<file path="src/rtl/timer_pkg.sv">
// Shared types and constants for the BCD countdown timer.
package timer_pkg;

  localparam int unsigned DIGIT_W    = 4;
  localparam int unsigned NUM_DIGITS = 4;
  localparam int unsigned BCD_W      = 16;

  localparam logic [DIGIT_W-1:0] BCD_MAX = 4'd9;

  typedef enum logic [1:0] {
    IDLE,
    RUN,
    PAUSED,
    EXPIRED
  } timer_state_t;

  // Saturate a raw nibble to a legal BCD digit.
  function automatic logic [DIGIT_W-1:0] bcd_clamp(input logic [DIGIT_W-1:0] d);
    return (d > BCD_MAX) ? BCD_MAX : d;
  endfunction

endpackage

</file>
<file path="src/rtl/bcd_digit_dec.sv">
// One-digit BCD decrement stage, chained through borrow to form a multi-digit
// decrementer.
//   digit        current BCD digit
//   borrow_in    1 = subtract one from this digit
//   dec_c        resulting digit (combinational)
//   borrow_out   1 = this digit wrapped 0 -> 9 and borrows from the next digit
module bcd_digit_dec
  import timer_pkg::*;
(
  input  logic [DIGIT_W-1:0] digit,
  input  logic               borrow_in,
  output logic [DIGIT_W-1:0] dec_c,
  output logic               borrow_out
);

  always_comb begin
    dec_c      = digit;
    borrow_out = 1'b0;
    if (borrow_in) begin
      if (digit == '0) begin
        dec_c      = BCD_MAX;
        borrow_out = 1'b1;
      end else begin
        dec_c = digit - DIGIT_W'(1);
      end
    end
  end

endmodule

</file>
<file path="src/rtl/bcd_countdown_timer.sv">
// Four-digit BCD countdown timer with prescaled tick, pause/resume and expiry.
//   clk, rst_n        clock, synchronous active-low reset
//   load, load_val    load packed BCD value (nibbles > 9 saturate to 9), go IDLE
//   start, pause      start/resume and suspend pulses (priority load > pause > start)
//   digit0..digit3    registered count, digit0 least significant
//   running, expired  registered state flags
//   done              one-cycle pulse when the count reaches 0000
module bcd_countdown_timer
  import timer_pkg::*;
#(
  parameter int unsigned TICK_CYCLES = 50_000_000
) (
  input  logic               clk,
  input  logic               rst_n,
  input  logic               load,
  input  logic [BCD_W-1:0]   load_val,
  input  logic               start,
  input  logic               pause,
  output logic [DIGIT_W-1:0] digit0,
  output logic [DIGIT_W-1:0] digit1,
  output logic [DIGIT_W-1:0] digit2,
  output logic [DIGIT_W-1:0] digit3,
  output logic               running,
  output logic               expired,
  output logic               done
);

  localparam int unsigned PRE_W = (TICK_CYCLES > 1) ? $clog2(TICK_CYCLES) : 1;
  localparam logic [PRE_W-1:0] PRE_LAST = PRE_W'(TICK_CYCLES - 1);

  timer_state_t state_q, state_d;
  logic [NUM_DIGITS-1:0][DIGIT_W-1:0] count_q, count_d, dec_val, load_clamped;
  logic [PRE_W-1:0] pre_q, pre_d;
  logic             running_d, expired_d, done_d;
  logic [NUM_DIGITS:0] borrow;

  // Borrow chain: subtract one from the whole count.
  assign borrow[0] = 1'b1;
  for (genvar i = 0; i < NUM_DIGITS; i++) begin : g_dec
    bcd_digit_dec u_dec (
      .digit      (count_q[i]),
      .borrow_in  (borrow[i]),
      .dec_c      (dec_val[i]),
      .borrow_out (borrow[i+1])
    );
    assign load_clamped[i] = bcd_clamp(load_val[i*DIGIT_W +: DIGIT_W]);
  end

  // State, count, prescaler and output registers.
  always_ff @(posedge clk) begin
    if (!rst_n) begin
      state_q <= IDLE;
      count_q <= '0;
      pre_q   <= '0;
      running <= 1'b0;
      expired <= 1'b0;
      done    <= 1'b0;
    end else begin
      state_q <= state_d;
      count_q <= count_d;
      pre_q   <= pre_d;
      running <= running_d;
      expired <= expired_d;
      done    <= done_d;
    end
  end

  // Next-state, count and prescaler logic.
  always_comb begin
    state_d = state_q;
    count_d = count_q;
    pre_d   = pre_q;
    done_d  = 1'b0;
    if (load) begin
      count_d = load_clamped;
      pre_d   = '0;
      state_d = IDLE;
    end else begin
      unique case (state_q)
        IDLE: begin
          if (!pause && start && (count_q != '0)) begin
            state_d = RUN;
            pre_d   = '0;
          end
        end
        RUN: begin
          // A pause on a tick edge wins; the prescaler stays at PRE_LAST so the
          // deferred decrement fires on the first cycle after resume.
          if (pause) begin
            state_d = PAUSED;
          end else if (pre_q == PRE_LAST) begin
            pre_d = '0;
            // borrow out of the top digit means the count is already 0000
            if (!borrow[NUM_DIGITS]) begin
              count_d = dec_val;
              if (dec_val == '0) begin
                state_d = EXPIRED;
                done_d  = 1'b1;
              end
            end
          end else begin
            pre_d = pre_q + PRE_W'(1);
          end
        end
        PAUSED: begin
          if (!pause && start) state_d = RUN;
        end
        EXPIRED: begin
          state_d = EXPIRED;
        end
        default: state_d = IDLE;
      endcase
    end
    running_d = (state_d == RUN);
    expired_d = (state_d == EXPIRED);
  end

  assign digit0 = count_q[0];
  assign digit1 = count_q[1];
  assign digit2 = count_q[2];
  assign digit3 = count_q[3];

endmodule

</file>
<file path="config.mk">
export PLATFORM = sky130hd
export DESIGN_NAME = bcd_countdown_timer
export DESIGN_NICKNAME = d
export VERILOG_FILES = /design/src/rtl/timer_pkg.sv /design/src/rtl/bcd_digit_dec.sv /design/src/rtl/bcd_countdown_timer.sv
export SDC_FILE = /design/constraint.sdc
export NUM_CORES = 1
export LEC_CHECK = 0
export CORE_ASPECT_RATIO = 0.75
export CORE_MARGIN = 2
export CORE_UTILIZATION = 40
export CTS_CLUSTER_DIAMETER = 200
export CTS_CLUSTER_SIZE = 24
export DETAILED_ROUTE_END_ITERATION = 12
export PLACE_DENSITY_LB_ADDON = 0.15
export SYNTH_ARGS = -nofsm -noshare
export SYNTH_HDL_FRONTEND = slang
export SYNTH_SLANG_ARGS = --single-unit
</file>
<file path="constraint.sdc">
create_clock -name clk -period 2.9 [get_ports clk]
set_input_delay 0.58 -clock clk [delete_from_list [all_inputs] [get_ports clk]]
set_output_delay 0.58 -clock clk [all_outputs]
set_load 0.05 [all_outputs]
</file>
==> run summary, run 1 <==
Data required, critical path: 3.08 ns
commonest non-fill, non-tap cell in the layout: dfxtp_1
number of global-route vias before repair: 2207
Starting Density: 0.407
Synth Area in Adders: 0.00494
CORE AREA: 6220 µm²
post-synthesis mux area share: 0.0158
synth warn: 0
drt wl/cell: 14.9 µm
mapped cell area: 2530 µm²
maxcap violations: 0
chip width: 95.9 µm
hold wc startpoint: pre_q[19]$_SDFFE_PP0P_
Critical Path Slowest Stage Cell: nor4_1
final instance count without filler cells: 437
Post-synth EDFFs: 0
Setup violations, final: 0
Synth Area in Compound Gates: 0.235
Seq pwr share: 0.508
I/O pin total: 40
worst min path class: reg2reg
postcts setup bufs: 0
Hold Path Cell Cnt: 2
worst reg2reg path depth: 7
Tmin final: 2.43 ns
cts hold-fix bufs: 0
Startpoint Class: register
post-synthesis sequential area ratio: 0.371
main combinational cell family by area after synthesis: simple AND/OR/NAND/NOR gates
FF-to-FF Start: digit0[3]$_SDFFE_PN0P_
reg-to-reg slack, setup: 0.47 ns
DP Worst Slack: 0.306 ns
DRT Wirelength: 6.52 mm
GRT Total Usage: 0.195
TritonCTS Sinks: 47
ANT nets after route: 0
Setup Skew: 0.00532 ns
P_sw: 363 µW
Vias/cell: 5.67
crit-path max FO: 8
crit-path cells: nor4_1, and4bb_2, a31oi_1, buf_4, or2_1, a41oi_1, a211oi_1
Hold Violations, Final: 0
Int Power: 967 µW
clock-pin transition on the worst setup and hold timing paths: 0.09 ns
setup TNS: 0 ns
H-Tree Depth: 2
Net Count, Synth: 332
Pwr per Cell Area: 421 nW/µm²
DRC viols: 0
combinational power share: 0.163
die area: 6990 µm²
post-CTS sizing: 0
ys flop type: dfxtp_1
root buffer cell: clkbuf_8
Final Worst Setup Slack: 0.474 ns
crit path DAT: 2.60 ns
max-slew violation count: 0
total power: 1.33 mW
highest-count cells in the layout ignoring fill and taps: 47 x dfxtp_1, 39 x clkdlybuf4s50_1, 28 x nand2_1
unrepaired setup endpoints after global routing: no
Rows: 25
R2R Path End: pre_q[13]$_SDFFE_PP0P_
P&R area growth vs syn: 24.7%
Max VDD drop: 176 µV
Max Clk Rate: 412 MHz
Static Leak: 1.08 nW
Skew-Pair Late Insertion Delay: 0.30 ns
placed insts: 429
Worst setup EP type: register
syn avg cell area: 8.17 µm²
total gr overflow: 0
Num CTS Buffers: 5
DR iter-0 viols: 161
xor/xnor share of the synthesized area: 0.0380
Synth area leader: dfxtp_1
Yosys reg bits: 47
first-pass GRT wire length: 10.7 mm
Area contributors post-synth: dfxtp_1 37%, o21ai_0 4.5%, nand2_1 4.1%, nor2_1 3.7%, a21oi_1 3.4%
Slew HR: 0.599
worst slew pin tran: 0.597 ns
IO Port Bufs: 39
Min-Delay Endpoint: pre_q[19]$_SDFFE_PP0P_
largest net degree at the start of global routing: 18
Yosys top cell area share: 0.371
Ant. Diodes: 0
Die H: 72.9 µm
initial antenna violation count: 0
Placer Congestion: 0.787
final net count: 377
first-pass iteration count of the detailed router: 4
asr flop ratio synth: 0
Final HPWL DP: 4.77 mm
Setup Crit Path Kind: reg2reg
Via Count: 2476
Unique masters post-synth: 54
CTS tree: done
Finished Core Util: 0.508
fin crit share: 0.836
Max clock buf depth: 2
Simple-Gate Fraction of Synth Area: 0.298
slowest cell delay on critical path: 0.57 ns
cell count after synthesis: 310
Switching Share: 0.273
Clock Power Share: 0.329
share of cells above drive strength 1: 0.0815
status: complete, no violations
-- power groups by stage --
| stage | Clock [mW] | Sequential (mW) | Combinational (mW) |
|---|---|---|---|
| 2_1_floorplan | 0 | 0.732 | 0.0880 |
| 3_3_place_gp | 0 | 0.690 | 0.216 |
| 3_5_place_dp | 0 | 0.690 | 0.217 |
| 4_1_cts | 0.448 | 0.675 | 0.218 |
| 5_1_grt | 0.476 | 0.677 | 0.237 |
| 6_report | 0.437 | 0.675 | 0.217 |
-- area by class of cell --
type / instances / area (µm²)
clock buffers: 8 / 100
fillers: 613 / 3070
inverters: 8 / 30.0
multi-input cells: 241 / 1500
flip-flops and latches: 47 / 941
well taps: 81 / 101
repair buffers: 52 / 488
-- cell usage after synthesis, types with 2 or more instances --
cell type   n
nand2_1    28
nor3_1      6
or4_1       2
dfxtp_1    47
o31ai_1     6
inv_1       8
o31a_1      2
nand3b_1    5
o21ai_1     4
nand4b_1    4
mux2i_1     4
nor4b_1     2
buf_2       3
nand3_1    11
a41oi_1     2
a311oi_1    3
xor2_1      6
nand2b_1    5
or3_1       8
a31oi_1     7
nand4_1    11
o21ba_2     3
o2111ai_1   5
o21a_1      4
and4_1      3
clkbuf_1    9
xnor2_1     5
and2_1      5
a21oi_1    17
nor2_1     25
nor4_1      3
o211a_1     3
o21ai_0    23
a211oi_1    2
nor2b_1     4
o22ai_1     2
and3_1      6
-- flip-flops by register name (all words and copies together), names as in the netlist --
name,flops
done,1
digit3,4
digit1,4
digit0,4
state_q,2
expired,1
running,1
pre_q,26
digit2,4
-- metrics by stage --
step / hold WS [ns] / instance area [µm²]
3_5_place_dp: 0.494 / 3060
6_report: 0.507 / 3160
3_3_place_gp: 0.479 / 3060
2_1_floorplan: 0.453 / 2530
5_1_grt: 0.545 / 3160
4_1_cts: 0.509 / 3160
-- how the worst max path moves through the flow --
stage,slack [ns],start,cells past startpoint,endpoint
2_1_floorplan,0.51,digit2[3]$_SDFFE_PN0P_,7,pre_q[16]$_SDFFE_PP0P_
6_report,0.47,digit0[3]$_SDFFE_PN0P_,7,pre_q[13]$_SDFFE_PP0P_
3_3_place_gp,0.37,pause,8,pre_q[6]$_SDFFE_PP0P_
4_1_cts,0.49,digit0[3]$_SDFFE_PN0P_,7,pre_q[13]$_SDFFE_PP0P_
5_1_grt,0.25,digit0[3]$_SDFFE_PN0P_,7,pre_q[25]$_SDFFE_PP0P_
3_5_place_dp,0.31,pause,8,pre_q[6]$_SDFFE_PP0P_
-- layer usage --
| layer | vias up | GRT usage | routed length, µm |
|---|---|---|---|
| met2 | 71 | 0.274 | 2590 |
| met4 | 0 | 0.0397 | 40 |
| li1 | 1256 | - | - |
| met3 | 4 | 0.0393 | 413 |
| met5 | - | 0 | 0 |
| met1 | 1145 | 0.305 | 3480 |
-- cells by family (layout without fill, tap and decap cells) --
| group | after synthesis | in the layout |
|---|---|---|
| compound gates | 89 | 89 |
| xor+xnor | 11 | 11 |
| fa+ha+maj | 1 | 1 |
| flops | 47 | 47 |
| simple gates | 136 | 136 |
| buf+inv | 22 | 68 |
| mux | 4 | 4 |
-- worst max-delay path, delay by kind of cell, from the launching register on --
family / cells / cell delay, ns
AND/OR/NAND/NOR: 3 / 1.28
AO/OA/AOI/OAI: 3 / 0.45
flip-flops: 1 / 0.35
buffers and inverters: 1 / 0.22
(Power assumes the default switching activity.)
==> run 2: changes to the inputs <==
==> constraint.sdc (replaced) <==
create_clock -name clk -period 2.54 [get_ports clk]
set_input_delay 0.508 -clock clk [delete_from_list [all_inputs] [get_ports clk]]
set_output_delay 0.508 -clock clk [all_outputs]
set_load 0.05 [all_outputs]
==> run summary, run 2 (synthesis results as in run 1) <==
Placer Congestion: 0.868 (was 0.787)
Tmin final: 2.34 ns (was 2.43 ns)
initial antenna violation count: 0 (unchanged)
CORE AREA: 6220 µm² (unchanged)
Max Clk Rate: 427 MHz (was 412 MHz)
clock-pin transition on the worst setup and hold timing paths: 0.08 ns (was 0.09 ns)
CTS tree: done (unchanged)
Seq pwr share: 0.530 (was 0.508)
TritonCTS Sinks: 47 (unchanged)
Max VDD drop: 181 µV (was 176 µV)
Int Power: 1.05 mW (was 967 µW)
post-CTS sizing: 0 (unchanged)
largest net degree at the start of global routing: 19 (was 18)
total gr overflow: 0 (unchanged)
cts hold-fix bufs: 0 (unchanged)
final net count: 387 (was 377)
Vias/cell: 5.59 (was 5.67)
root buffer cell: clkbuf_8 (unchanged)
crit-path max FO: 14 (was 8)
max-slew violation count: 0 (unchanged)
Data required, critical path: 2.77 ns (was 3.08 ns)
postcts setup bufs: 0 (unchanged)
Starting Density: 0.407 (unchanged)
Via Count: 2486 (was 2476)
Skew-Pair Late Insertion Delay: 0.29 ns (was 0.30 ns)
worst slew pin tran: 0.504 ns (was 0.597 ns)
DRT Wirelength: 6.63 mm (was 6.52 mm)
Pwr per Cell Area: 452 nW/µm² (was 421 nW/µm²)
unrepaired setup endpoints after global routing: no (unchanged)
DP Worst Slack: 0.136 ns (was 0.306 ns)
Rows: 25 (unchanged)
ANT nets after route: 0 (unchanged)
combinational power share: 0.181 (was 0.163)
Startpoint Class: register (unchanged)
P&R area growth vs syn: 26.6% (was 24.7%)
Setup Skew: 0.00869 ns (was 0.00532 ns)
Die H: 72.9 µm (unchanged)
chip width: 95.9 µm (unchanged)
number of global-route vias before repair: 2190 (was 2207)
H-Tree Depth: 2 (unchanged)
Switching Share: 0.276 (was 0.273)
DRC viols: 0 (unchanged)
fin crit share: 0.921 (was 0.836)
Max clock buf depth: 2 (unchanged)
Final Worst Setup Slack: 0.199 ns (was 0.474 ns)
first-pass GRT wire length: 11.0 mm (was 10.7 mm)
drt wl/cell: 14.9 µm (about the same)
setup TNS: 0 ns (unchanged)
Num CTS Buffers: 5 (unchanged)
worst min path class: reg2reg (unchanged)
crit path DAT: 2.57 ns (was 2.60 ns)
IO Port Bufs: 39 (unchanged)
first-pass iteration count of the detailed router: 4 (unchanged)
GRT Total Usage: 0.201 (was 0.195)
Ant. Diodes: 0 (unchanged)
Most flops, register: pre_q (unchanged)
Final HPWL DP: 5.05 mm (was 4.77 mm)
Clock Power Share: 0.288 (was 0.329)
status: complete, no violations (unchanged)
Setup violations, final: 0 (unchanged)
maxcap violations: 0 (unchanged)
DR iter-0 viols: 136 (was 161)
commonest non-fill, non-tap cell in the layout: dfxtp_1 (unchanged)
die area: 6990 µm² (unchanged)
share of cells above drive strength 1: 0.102 (was 0.0815)
Slew HR: 0.663 (was 0.599)
highest-count cells in the layout ignoring fill and taps: 47 x dfxtp_1, 39 x clkdlybuf4s50_1, 28 x nand2_1 (unchanged)
Worst setup EP type: register (unchanged)
max reg flops: 26 (unchanged)
Setup Crit Path Kind: reg2reg (unchanged)
P_sw: 401 µW (was 363 µW)
I/O pin total: 40 (unchanged)
Hold Violations, Final: 0 (unchanged)
Static Leak: 1.12 nW (was 1.08 nW)
-- run 2: cell types whose count changed in the layout (fill, tap and decap cells not counted), sizes merged --
cell	before	now
clkbuf	8	6
buf	13	23
-- run 2: per-layer routing --
metal | global-route usage | part of all wire | wire length [µm]
met5 | 0 | 0 | 0
met3 | 0.0403 | 0.062 | 414
met4 | 0.0381 | 0.0053 | 35
met1 | 0.332 | 0.55 | 3630
met2 | 0.263 | 0.38 | 2550
-- run 2: worst max-delay path: stages, from the launching register on --
cell and delay (ns):
dfxtp_1 0.33, or4_4 0.54, and4bb_2 0.36, a31oi_1 0.12, buf_4 0.21, a2bb2oi_1 0.16
buf_4 0.20, a311o_1 0.28, o21ai_1 0.07
-- run 2: final cells by class --
| cell class | instances | area (µm²) |
|---|---|---|
| clock buffers | 6 | 72.6 |
| fillers | 606 | 3020 |
| inverters | 8 | 30.0 |
| multi-input cells | 241 | 1500 |
| flip-flops and latches | 47 | 941 |
| well taps | 81 | 101 |
| repair buffers | 62 | 563 |
-- run 2: power groups by stage --
stage | registers, mW | clock network, mW | logic [mW]
2_1_floorplan | 0.836 | 0 | 0.100
3_3_place_gp | 0.786 | 0 | 0.260
3_5_place_dp | 0.786 | 0 | 0.261
4_1_cts | 0.769 | 0.437 | 0.262
5_1_grt | 0.772 | 0.459 | 0.285
6_report | 0.769 | 0.418 | 0.263
-- run 2: path summary, 6_finish.rpt --
path	to	depth (start not counted)	from	slack [ns]
setup / recovery	pre_q[16]$_SDFFE_PP0P_	8	digit2[3]$_SDFFE_PN0P_	0.20
hold / removal	pre_q[25]$_SDFFE_PP0P_	2	pre_q[25]$_SDFFE_PP0P_	0.51
setup reg to reg	pre_q[16]$_SDFFE_PP0P_	8	digit2[3]$_SDFFE_PN0P_	0.20
hold reg to reg	pre_q[25]$_SDFFE_PP0P_	2	pre_q[25]$_SDFFE_PP0P_	0.51
-- run 2: stage by stage --
stage | instance area (µm²) | hold slack (ns) | util | total power [mW] | instances
4_1_cts | 3210 | 0.503 | 0.515 | 1.47 | 445
3_5_place_dp | 3130 | 0.488 | 0.504 | 1.05 | 439
6_report | 3210 | 0.506 | 0.515 | 1.45 | 445
5_1_grt | 3210 | 0.541 | 0.515 | 1.52 | 445
2_1_floorplan | 2530 | 0.453 | - | 0.936 | 310
3_3_place_gp | 3130 | 0.477 | 0.504 | 1.05 | 439
==> run 3: changes to the inputs <==
--- a/config.mk
+++ b/config.mk
@@ -11,7 +11,7 @@
 export CTS_CLUSTER_DIAMETER = 200
 export CTS_CLUSTER_SIZE = 24
 export DETAILED_ROUTE_END_ITERATION = 12
-export PLACE_DENSITY_LB_ADDON = 0.15
+export PLACE_DENSITY = 0.69
 export SYNTH_ARGS = -nofsm -noshare
 export SYNTH_HDL_FRONTEND = slang
 export SYNTH_SLANG_ARGS = --single-unit
==> run summary, run 3 (synthesis results as in run 1) <==
highest-count cells in the layout ignoring fill and taps: 47 x dfxtp_1, 39 x clkdlybuf4s50_1, 28 x nand2_1, 28 x buf_4, 25 x nor2_1 (was 47 x dfxtp_1, 39 x clkdlybuf4s50_1, 28 x nand2_1)
P&R area growth vs syn: 30.6% (was 26.6%)
Pwr per Cell Area: 511 nW/µm² (was 452 nW/µm²)
Ant. Diodes: 0 (unchanged)
TritonCTS Sinks: 47 (unchanged)
slowest cell delay on critical path: 0.54 ns (about the same)
crit path DAT: 2.63 ns (was 2.57 ns)
Max Clk Rate: 420 MHz (was 427 MHz)
largest net degree at the start of global routing: 17 (was 19)
total gr overflow: 0 (unchanged)
Slew HR: 0.661 (was 0.663)
first-pass GRT wire length: 10.9 mm (was 11.0 mm)
Max clock buf depth: 2 (unchanged)
worst slew pin tran: 0.507 ns (was 0.504 ns)
crit-path max FO: 10 (was 14)
worst min path class: reg2reg (unchanged)
final net count: 392 (was 387)
CORE AREA: 6220 µm² (unchanged)
Worst setup EP type: register (unchanged)
share of cells above drive strength 1: 0.121 (was 0.102)
commonest non-fill, non-tap cell in the layout: dfxtp_1 (unchanged)
I/O pin total: 40 (unchanged)
Rows: 25 (unchanged)
Crit path top cell by count: buf_4 (unchanged)
DR iter-0 viols: 223 (was 136)
Via Count: 2517 (was 2486)
die area: 6990 µm² (unchanged)
Setup Skew: 0.00691 ns (was 0.00869 ns)
cts hold-fix bufs: 0 (unchanged)
Static Leak: 1.17 nW (was 1.12 nW)
fill count: 583 (was 606)
met2 wire len: 2.66 mm (was 2.55 mm)
postcts setup bufs: 0 (unchanged)
setup TNS: 0 ns (unchanged)
DRC viols: 0 (unchanged)
GRT Total Usage: 0.197 (was 0.201)
number of global-route vias before repair: 2272 (was 2190)
root buffer cell: clkbuf_8 (unchanged)
Final HPWL DP: 4.95 mm (was 5.05 mm)
max reg flops: 26 (unchanged)
Setup violations, final: 0 (unchanged)
post-CTS sizing: 0 (unchanged)
initial antenna violation count: 0 (unchanged)
clock-pin transition on the worst setup and hold timing paths: 0.09 ns (was 0.08 ns)
max-slew violation count: 0 (unchanged)
drt wl/cell: 14.3 µm (was 14.9 µm)
worst reg2reg path depth: 8 (unchanged)
Max VDD drop: 294 µV (was 181 µV)
H-Tree Depth: 2 (unchanged)
crit-path cells: or4_4, and4bb_2, a31oi_1, buf_4, o2111a_1, buf_4, a311o_1, o21ai_1 (was or4_4, and4bb_2, a31oi_1, buf_4, a2bb2oi_1, buf_4, a311o_1, o21ai_1)
Startpoint Class: register (unchanged)
Tmin final: 2.38 ns (was 2.34 ns)
total power: 1.69 mW (was 1.45 mW)
Most flops, register: pre_q (unchanged)
Starting Density: 0.407 (unchanged)
IO Port Bufs: 39 (unchanged)
Data required, critical path: 2.79 ns (was 2.77 ns)
Hold Path Cell Cnt: 2 (unchanged)
CTS tree: done (unchanged)
placed insts: 444 (was 439)
Critical Path Slowest Stage Cell: or4_4 (unchanged)
fin crit share: 0.938 (was 0.921)
M1 wire length: 3.33 mm (was 3.63 mm)
maxcap violations: 0 (unchanged)
final instance count without filler cells: 452 (was 445)
status: complete, no violations (unchanged)
top sig layer: met4 (unchanged)
first-pass iteration count of the detailed router: 5 (was 4)
Skew-Pair Late Insertion Delay: 0.31 ns (was 0.29 ns)
Vias/cell: 5.57 (was 5.59)
Setup Crit Path Kind: reg2reg (unchanged)
Placer Congestion: 0.880 (was 0.868)
metal3 WL: 381 µm (was 414 µm)
unrepaired setup endpoints after global routing: no (unchanged)
Num CTS Buffers: 5 (unchanged)
Hold Violations, Final: 0 (unchanged)
ANT nets after route: 0 (unchanged)
DRT Wirelength: 6.46 mm (was 6.63 mm)
reg-to-reg slack, setup: 0.16 ns (was 0.20 ns)
chip width: 95.9 µm (unchanged)
Die H: 72.9 µm (unchanged)
==> run 3: changes by cell type in the layout (fill, tap and decap cells not counted), sizes merged <==
cell,delta
buf,+5
bufinv,+2
clkbuf,-1
clkinvlp,+1
==> run 3: stage by stage <==
step	instance area, µm²	util	worst slack, ns	hold WS [ns]
after global placement	3170	0.510	0.136	0.471
final	3310	0.531	0.158	0.497
after floorplan	2530	-	0.148	0.453
after CTS	3310	0.531	0.169	0.501
after detailed placement	3170	0.510	0.0598	0.485
after global routing	3310	0.531	0.0671	0.532
==> run 3: final cells by class <==
class,count,area (µm²),share of cell area
Clock inverter,3,67.6,0.0204
Timing Repair Buffer,67,601,0.182
Sequential cell,47,941,0.284
Multi-Input combinational cell,241,1500,0.453
Tap cell,81,101,0.0306
Inverter,8,30.0,0.00908
Clock buffer,5,68.8,0.0208
==> run 3: worst max-delay path: cells and delay by family (launching register included) <==
family,cells,cell delay [ns]
AOI/OAI and AO/OA,4,0.76
buffers and inverters,2,0.34
DFF,1,0.33
and+or+nand+nor,2,0.88
==> run 3: final timing paths <==
check,endpoint,startpoint
hold reg to reg,pre_q[19]$_SDFFE_PP0P_,pre_q[19]$_SDFFE_PP0P_
hold / removal,pre_q[19]$_SDFFE_PP0P_,pre_q[19]$_SDFFE_PP0P_
setup reg to reg,pre_q[16]$_SDFFE_PP0P_,digit2[3]$_SDFFE_PN0P_
setup / recovery,pre_q[16]$_SDFFE_PP0P_,digit2[3]$_SDFFE_PN0P_
==> run 3: where the power goes <==
group          switching, mW  internal (mW)
Sequential            0.0171          0.752
Clock                  0.266          0.392
Combinational          0.148          0.115
==> run 3: metal layers <==
metal / vias up / track usage
li1: 1285 / -
met1: 1156 / 0.305
met2: 67 / 0.277
met3: 9 / 0.0320
met4: 0 / 0.0651
met5: - / 0
